## config.mk

```make
export PLATFORM = sky130hd
export DESIGN_NAME = stripes_mac_ctrl_flat
export DESIGN_NICKNAME = d
export VERILOG_FILES = /design/src/rtl/stripes_mac_ctrl_if.sv /design/src/rtl/stripes_mac_ctrl.sv /design/src/flat_wrapper.sv
export SDC_FILE = /design/constraint.sdc
export NUM_CORES = 1
export LEC_CHECK = 0
export CORE_UTILIZATION = 50
export CTS_CLUSTER_SIZE = 20
export DETAILED_ROUTE_END_ITERATION = 16
export GPL_ROUTABILITY_DRIVEN = 0
export PLACE_DENSITY = 0.72
export SYNTH_ARGS = -nofsm -noshare
export SYNTH_HDL_FRONTEND = slang
export SYNTH_SLANG_ARGS = --single-unit
```

## constraint.sdc

```tcl
create_clock -name clk -period 4.8 [get_ports clk]
set_clock_uncertainty 0.2 [all_clocks]
set_input_delay 0.72 -clock clk [delete_from_list [all_inputs] [get_ports clk]]
set_output_delay 0.72 -clock clk [all_outputs]
set_load 0.03 [all_outputs]
```

## src/rtl/stripes_mac_ctrl_if.sv

```systemverilog
// Weight-tile handshake bundle between a tile producer and stripes_mac_ctrl.
//   w_valid  : producer offers a tile
//   w_ready  : controller can accept (shadow buffer empty)
//   w_in     : lane-indexed signed weights, DATA_WIDTH bits per lane
//   w_prec   : requested precision P (0 or > DATA_WIDTH means DATA_WIDTH)
//   cfg_pool : tile is a pooling tile
interface stripes_mac_ctrl_if #(
  parameter int unsigned DATA_WIDTH = 8,
  parameter int unsigned VEC_LENGTH = 16,
  parameter int unsigned PREC_WIDTH = 4
);
  logic                                  w_valid;
  logic                                  w_ready;
  logic [VEC_LENGTH-1:0][DATA_WIDTH-1:0] w_in;
  logic [PREC_WIDTH-1:0]                 w_prec;
  logic                                  cfg_pool;

  modport master (output w_valid, w_in, w_prec, cfg_pool, input w_ready);
  modport slave  (input w_valid, w_in, w_prec, cfg_pool, output w_ready);
endinterface

```

## src/rtl/stripes_mac_ctrl.sv

```systemverilog
// Bit-serial sequencer for the Stripes MAC: double-buffers weight tiles and
// streams one weight bit per lane per cycle, MSB first, with MAC controls.
//   clk, reset       : clock, synchronous active-high reset
//   w_if             : tile handshake (slave side)
//   w_bit_o          : current weight bit per lane (0 outside RUN)
//   is_msb_o         : current bit is the sign bit
//   delayed_is_msb_o : is_msb_o delayed one cycle
//   mac_en_o         : MAC enable (RUN and DRAIN)
//   is_pooling_o     : pool flag of the tile whose result is accumulating
//   result_valid_o   : MAC result holds a finished dot product
//   busy_o           : any tile in flight or result pending
module stripes_mac_ctrl #(
  parameter int unsigned DATA_WIDTH = 8,
  parameter int unsigned VEC_LENGTH = 16,
  parameter int unsigned PREC_WIDTH = 4
) (
  input  logic                  clk,
  input  logic                  reset,
  stripes_mac_ctrl_if.slave     w_if,
  output logic [VEC_LENGTH-1:0] w_bit_o,
  output logic                  is_msb_o,
  output logic                  delayed_is_msb_o,
  output logic                  mac_en_o,
  output logic                  is_pooling_o,
  output logic                  result_valid_o,
  output logic                  busy_o
);

  localparam int unsigned IDX_W = (DATA_WIDTH > 1) ? $clog2(DATA_WIDTH) : 1;
  localparam int unsigned P_W   = $clog2(DATA_WIDTH + 1);

  typedef logic [VEC_LENGTH-1:0][DATA_WIDTH-1:0] vec_t;
  typedef enum logic [1:0] {S_IDLE, S_RUN, S_DRAIN} state_e;

  state_e            state_q, state_d;
  vec_t              act_w_q, act_w_d, sh_w_q, sh_w_d;
  logic [P_W-1:0]    act_p_q, act_p_d, sh_p_q, sh_p_d;
  logic              act_pool_q, act_pool_d, sh_pool_q, sh_pool_d;
  logic              sh_full_q, sh_full_d;
  logic [IDX_W-1:0]  idx_q, idx_d;
  logic              last_q, last_d;
  logic              pool_msb_q, pool_msb_d;
  logic [VEC_LENGTH-1:0] w_bit_q, w_bit_d;
  logic              is_msb_q, is_msb_d, dmsb_q, dmsb_d, mac_en_q, mac_en_d;
  logic              is_pooling_q, is_pooling_d, rv_q, rv_d, busy_q, busy_d;
  logic              w_ready_q, w_ready_d;

  logic [P_W-1:0]    in_p_c, src_p_c;
  logic              hs_c, last_bit_c, load_c;

  // Clamp requested precision: 0 or anything above DATA_WIDTH means full width.
  always_comb begin
    in_p_c = P_W'(w_if.w_prec);
    if (w_if.w_prec == '0 || 32'(w_if.w_prec) > DATA_WIDTH) begin
      in_p_c = P_W'(DATA_WIDTH);
    end
  end

  // Next-state, buffer movement and next-cycle output values.
  always_comb begin
    state_d      = state_q;
    act_w_d      = act_w_q;
    act_p_d      = act_p_q;
    act_pool_d   = act_pool_q;
    sh_w_d       = sh_w_q;
    sh_p_d       = sh_p_q;
    sh_pool_d    = sh_pool_q;
    sh_full_d    = sh_full_q;
    idx_d        = idx_q;
    w_bit_d      = '0;

    hs_c       = w_if.w_valid && w_ready_q;
    last_bit_c = (state_q == S_RUN) && (idx_q == '0);
    // Active register may be (re)loaded when idle, draining, or on the last bit.
    load_c     = ((state_q == S_IDLE) || (state_q == S_DRAIN) || last_bit_c) &&
                 (sh_full_q || hs_c);
    src_p_c    = sh_full_q ? sh_p_q : in_p_c;

    unique case (state_q)
      S_IDLE:  if (load_c) state_d = S_RUN;
      S_RUN: begin
        if (idx_q != '0) idx_d = idx_q - IDX_W'(1);
        else             state_d = load_c ? S_RUN : S_DRAIN;
      end
      S_DRAIN: state_d = load_c ? S_RUN : S_IDLE;
      default: state_d = S_IDLE;
    endcase

    if (load_c) begin
      idx_d = IDX_W'(src_p_c - P_W'(1));
      if (sh_full_q) begin
        act_w_d    = sh_w_q;
        act_p_d    = sh_p_q;
        act_pool_d = sh_pool_q;
        sh_full_d  = 1'b0;
      end else begin
        // Same-cycle handshake bypasses the empty shadow.
        act_w_d    = w_if.w_in;
        act_p_d    = in_p_c;
        act_pool_d = w_if.cfg_pool;
      end
    end else if (hs_c) begin
      sh_w_d    = w_if.w_in;
      sh_p_d    = in_p_c;
      sh_pool_d = w_if.cfg_pool;
      sh_full_d = 1'b1;
    end

    for (int unsigned j = 0; j < VEC_LENGTH; j++) begin
      w_bit_d[j] = (state_d == S_RUN) ? act_w_d[j][idx_d] : 1'b0;
    end
    is_msb_d     = (state_d == S_RUN) && (P_W'(idx_d) == act_p_d - P_W'(1));
    mac_en_d     = (state_d != S_IDLE);
    dmsb_d       = is_msb_q;
    // Pool flag travels with the MSB so a back-to-back tile cannot overwrite it
    // before the previous tile's result_valid.
    pool_msb_d   = is_msb_q ? act_pool_q : pool_msb_q;
    is_pooling_d = dmsb_q ? pool_msb_q : is_pooling_q;
    last_d       = last_bit_c;
    rv_d         = last_q;
    w_ready_d    = !sh_full_d;
    busy_d       = (state_d != S_IDLE) || sh_full_d || last_d || rv_d;
  end

  // State and output registers.
  always_ff @(posedge clk) begin
    if (reset) begin
      state_q      <= S_IDLE;
      act_w_q      <= '0;
      act_p_q      <= '0;
      act_pool_q   <= 1'b0;
      sh_w_q       <= '0;
      sh_p_q       <= '0;
      sh_pool_q    <= 1'b0;
      sh_full_q    <= 1'b0;
      idx_q        <= '0;
      last_q       <= 1'b0;
      pool_msb_q   <= 1'b0;
      w_bit_q      <= '0;
      is_msb_q     <= 1'b0;
      dmsb_q       <= 1'b0;
      mac_en_q     <= 1'b0;
      is_pooling_q <= 1'b0;
      rv_q         <= 1'b0;
      busy_q       <= 1'b0;
      w_ready_q    <= 1'b1;
    end else begin
      state_q      <= state_d;
      act_w_q      <= act_w_d;
      act_p_q      <= act_p_d;
      act_pool_q   <= act_pool_d;
      sh_w_q       <= sh_w_d;
      sh_p_q       <= sh_p_d;
      sh_pool_q    <= sh_pool_d;
      sh_full_q    <= sh_full_d;
      idx_q        <= idx_d;
      last_q       <= last_d;
      pool_msb_q   <= pool_msb_d;
      w_bit_q      <= w_bit_d;
      is_msb_q     <= is_msb_d;
      dmsb_q       <= dmsb_d;
      mac_en_q     <= mac_en_d;
      is_pooling_q <= is_pooling_d;
      rv_q         <= rv_d;
      busy_q       <= busy_d;
      w_ready_q    <= w_ready_d;
    end
  end

  assign w_if.w_ready     = w_ready_q;
  assign w_bit_o          = w_bit_q;
  assign is_msb_o         = is_msb_q;
  assign delayed_is_msb_o = dmsb_q;
  assign mac_en_o         = mac_en_q;
  assign is_pooling_o     = is_pooling_q;
  assign result_valid_o   = rv_q;
  assign busy_o           = busy_q;

endmodule

```

## src/flat_wrapper.sv

```systemverilog
// flat-port wrapper written by rule: the top's interface ports become plain ports
module stripes_mac_ctrl_flat 
#(
  parameter int unsigned DATA_WIDTH = 8,
  parameter int unsigned VEC_LENGTH = 16,
  parameter int unsigned PREC_WIDTH = 4
)
  (clk, reset, w_bit_o, is_msb_o, delayed_is_msb_o, mac_en_o, is_pooling_o, result_valid_o, busy_o, w_if_w_valid, w_if_w_in, w_if_w_prec, w_if_cfg_pool, w_if_w_ready);
  stripes_mac_ctrl_if #(.DATA_WIDTH(DATA_WIDTH), .VEC_LENGTH(VEC_LENGTH), .PREC_WIDTH(PREC_WIDTH)) w_if_i ();
  input  logic clk;
  input  logic reset;
  output logic [VEC_LENGTH-1:0] w_bit_o;
  output logic is_msb_o;
  output logic delayed_is_msb_o;
  output logic mac_en_o;
  output logic is_pooling_o;
  output logic result_valid_o;
  output logic busy_o;
  input wire logic [$bits(w_if_i.w_valid)-1:0] w_if_w_valid;
  input wire logic [$bits(w_if_i.w_in)-1:0] w_if_w_in;
  input wire logic [$bits(w_if_i.w_prec)-1:0] w_if_w_prec;
  input wire logic [$bits(w_if_i.cfg_pool)-1:0] w_if_cfg_pool;
  output wire logic [$bits(w_if_i.w_ready)-1:0] w_if_w_ready;
  assign w_if_i.w_valid = w_if_w_valid;
  assign w_if_i.w_in = w_if_w_in;
  assign w_if_i.w_prec = w_if_w_prec;
  assign w_if_i.cfg_pool = w_if_cfg_pool;
  assign w_if_w_ready = w_if_i.w_ready;
  stripes_mac_ctrl #(.DATA_WIDTH(DATA_WIDTH), .VEC_LENGTH(VEC_LENGTH), .PREC_WIDTH(PREC_WIDTH)) u_core (.clk(clk), .reset(reset), .w_if(w_if_i), .w_bit_o(w_bit_o), .is_msb_o(is_msb_o), .delayed_is_msb_o(delayed_is_msb_o), .mac_en_o(mac_en_o), .is_pooling_o(is_pooling_o), .result_valid_o(result_valid_o), .busy_o(busy_o));
endmodule
```

==> flow_summary.toml <==
[sta]
setup-tns-final_ps = 0
finalSetupViolCount = 0
rsz0062_at_grt = "false"
fmaxAchievable_ghz = 0.2843
worst_slew_margin_rel = 0.2048
final-max-slew-violation-count = 0
finalHoldWorstSlack_ps = 253.1
post-route-period-util = 0.7329
final_hold_viol_count = 0
post-route-worst-setup-slack_ps = 1282
max_slew.worst_pin.slew_ps = 1193
finalWorstPathRequiredPeriod_ps = 3518

[route]
initialDrtViolationCount = 1183
router_iterations_before_antenna_repair = 6
postRouteWirelength_um = 41080
drcViolationCount = 0
remaining_number_of_nets_flagged_by_the_antenna_check_after_routing = 0
routed-via-count = 12776
avgRoutedWirePerCell_um = 18.95
routed_via_count_divided_by_cell_count = 5.893

[final_layout]
most-common-layout-cells = "sky130_fd_sc_hd__nand2_1, sky130_fd_sc_hd__dfxtp_1, sky130_fd_sc_hd__mux2i_1"
areaGrowthSynthToFinish_pct = 18.25
antenna_cells_inserted = 0
layout_commonest_cell = "sky130_fd_sc_hd__nand2_1"
seq_area_um2 = 5951
drive_gt1_frac = 0.09081
multi_input_comb_area_um2 = 8018
layout.filler_cells = 2503
final_util = 0.6019
design_area_um2 = 17280
layout.nets = 1902
final_cells = 2168

[global_routing]
grt_first_pass_wirelength_um = 65200
grt_overflow_total = 0
grt_max_degree = 161
track_usage = 0.2690
first_global_vias = 12026
antenna_found_initial = 2

[place]
worst_slack_after_detailed_placement_ps = 820.4
dp_hpwl_um = 25060
cell_area_placed_um2 = 16250
post-place-cells = 2113
io_buffer_count = 158

[floorplan]
fp-row-count = 62
ioPinCount = 159
floorplan.die.height_um = 172.9
chipWidth_um = 172.9
floorplan.die_area_um2 = 29900
fp.coreArea_um2 = 28700
initial_utilization = 0.5090

[power]
static-leakage-power_nw = 5.718
power_switching_share = 0.3099
ir_drop_mv = 0.2818
total_power_mw = 6.953
clockPowerShare = 0.346
p_comb_frac = 0.241
p_int_mw = 4.798
pwr_density_cell_nw_per_um2 = 402.5
total_switching_power_mw = 2.155
power.sequential.fraction = 0.413

[synth]
post_synth_num_cell_types = 44
post_synthesis_net_count = 1844
syn_avg_cell_area_um2 = 8.573
synth_cells = 1704
yosysWarnings = 0
synth_sequential_area_ratio = 0.4070
post_synth_instance_area_um2 = 14610
ys_ff_latch = 297
number_of_enable_flip_flop_cells_after_synthesis = 0
synth_flop_cell = "sky130_fd_sc_hd__dfxtp_1"
async_reset_ff_frac = 0

[clock_network]
cts.reportedPaths.clkPinSlew_ps = 60
cts_hold_repair.buffers = 0
clkLatencyLatePin_ps = 570
tritoncts = "done"
numCtsBuffers = 31
clock_sinks = 297
cts-resized-gates = 0
root_buffer = "sky130_fd_sc_hd__clkbuf_16"
cts_post_setup_buffers_inserted = 0
ctsHtreeMaxLevel = 1
cts_buffer_depth = 3

[setup_path]
critical_path_peak_fanout = 59
path_class = "reg -> reg"
critical_path.reg2reg.startpoint = "u_core.sh_full_q"
cpPeakStageDelay_ps = 920
cp-startpoint = "u_core.sh_full_q"
setup.worst_path.start_class = "flop"
arrival_ps = 3720
crit_path_capture_type = "flop"
slowest_stage = "sky130_fd_sc_hd__dfxtp_4"
crit_path_frequent_cell = "sky130_fd_sc_hd__nand2_1"
worstPathCellList = "nand2_1, o21ai_0, inv_1, ha_2, buf_4, mux4_2, mux2i_1, nand2_1, o41ai_1, a32oi_1"
cp_data_required_time_ps = 5000

[job]
timing.max_cap.violations = 0

[min_path]
worstHoldPathType = "reg -> reg"
holdCritStartpoint = "u_core.sh_w_q[120]"

[status]
status = "finished, final reports clean"
==> worst max-delay path, delay by kind of cell (launching register included) <==
family | cells | cell delay (ps)
AO/OA/AOI/OAI | 3 | 370
adder cells (fa/ha/maj) | 1 | 330
buffers and inverters | 2 | 590
flip-flops | 1 | 920
multiplexers | 2 | 710
AND/OR/NAND/NOR | 2 | 210
==> cells by family after synthesis <==
logic type / count (synthesis) / synth area share
fa+ha+maj: 4 / 0.003426
buf+inv: 164 / 0.04984
compound gates: 415 / 0.1860
mux: 232 / 0.1892
simple gates: 587 / 0.1615
flops: 297 / 0.4070
xor+xnor: 5 / 0.002997
==> state kept, by name (all words and copies together) (netlist names), 2 cells and up <==
| name | count |
|---|---|
| u_core.idx_q | 3 |
| u_core.state_q | 2 |
| u_core.sh_w_q | 128 |
| u_core.act_w_q | 128 |
| u_core.sh_p_q | 4 |
| u_core.act_p_q | 4 |
| u_core.w_bit_o | 16 |
==> layer usage <==
metal	vias up	track usage	routed length, um
met3	68	0.03892	2663
met4	4	0.07264	788
met5	-	0	27
met1	6104	0.3598	17970
li1	6183	-	-
met2	417	0.4536	19630
==> synthesized netlist by cell type (all sizes together), types with 6 or more instances <==
master	instances	share of area
a32oi	16	0.0096
o2111ai	16	0.0096
buf	80	0.028
o21a	16	0.0082
nor2b	6	0.0026
nand3	33	0.011
mux2	33	0.025
o41ai	16	0.0096
clkbuf	77	0.020
dfxtp	297	0.41
mux2i	167	0.11
nor2	162	0.042
inv	7	0.0018
mux4	32	0.049
o211ai	17	0.0087
and3	17	0.0073
a211oi	132	0.068
a21oi	155	0.054
nor3	7	0.0024
o21ai	43	0.016
nand2	347	0.089
==> power by group through the flow <==
stage	Sequential, mW	Combinational [mW]	Clock, mW
finish	2.87	1.67	2.40
global route	2.90	1.81	2.54
CTS	2.87	1.66	2.44
detailed placement	2.92	1.65	0
global placement	2.92	1.63	0
floorplan	2.95	1.05	0
==> area by class of cell <==
type                            count  share of cell area
Inverter                            7            0.001521
Clock buffer                       45             0.05316
Tap cell                          384             0.02781
Timing Repair Buffer              182              0.1029
Clock inverter                     10            0.006011
Multi-Input combinational cell   1243              0.4641
Sequential cell                   297              0.3445
==> path summary, 6_finish.rpt <==
path / end / slack (ps) / cells after the start
worst max-delay path: u_core.w_bit_o[1] / 1280 / 10
worst min-delay path: u_core.sh_w_q[120] / 250 / 2
worst max register to register: u_core.w_bit_o[1] / 1280 / 10
worst min register to register: u_core.sh_w_q[120] / 250 / 2
Note: power is estimated with default switching activity, not from simulation.
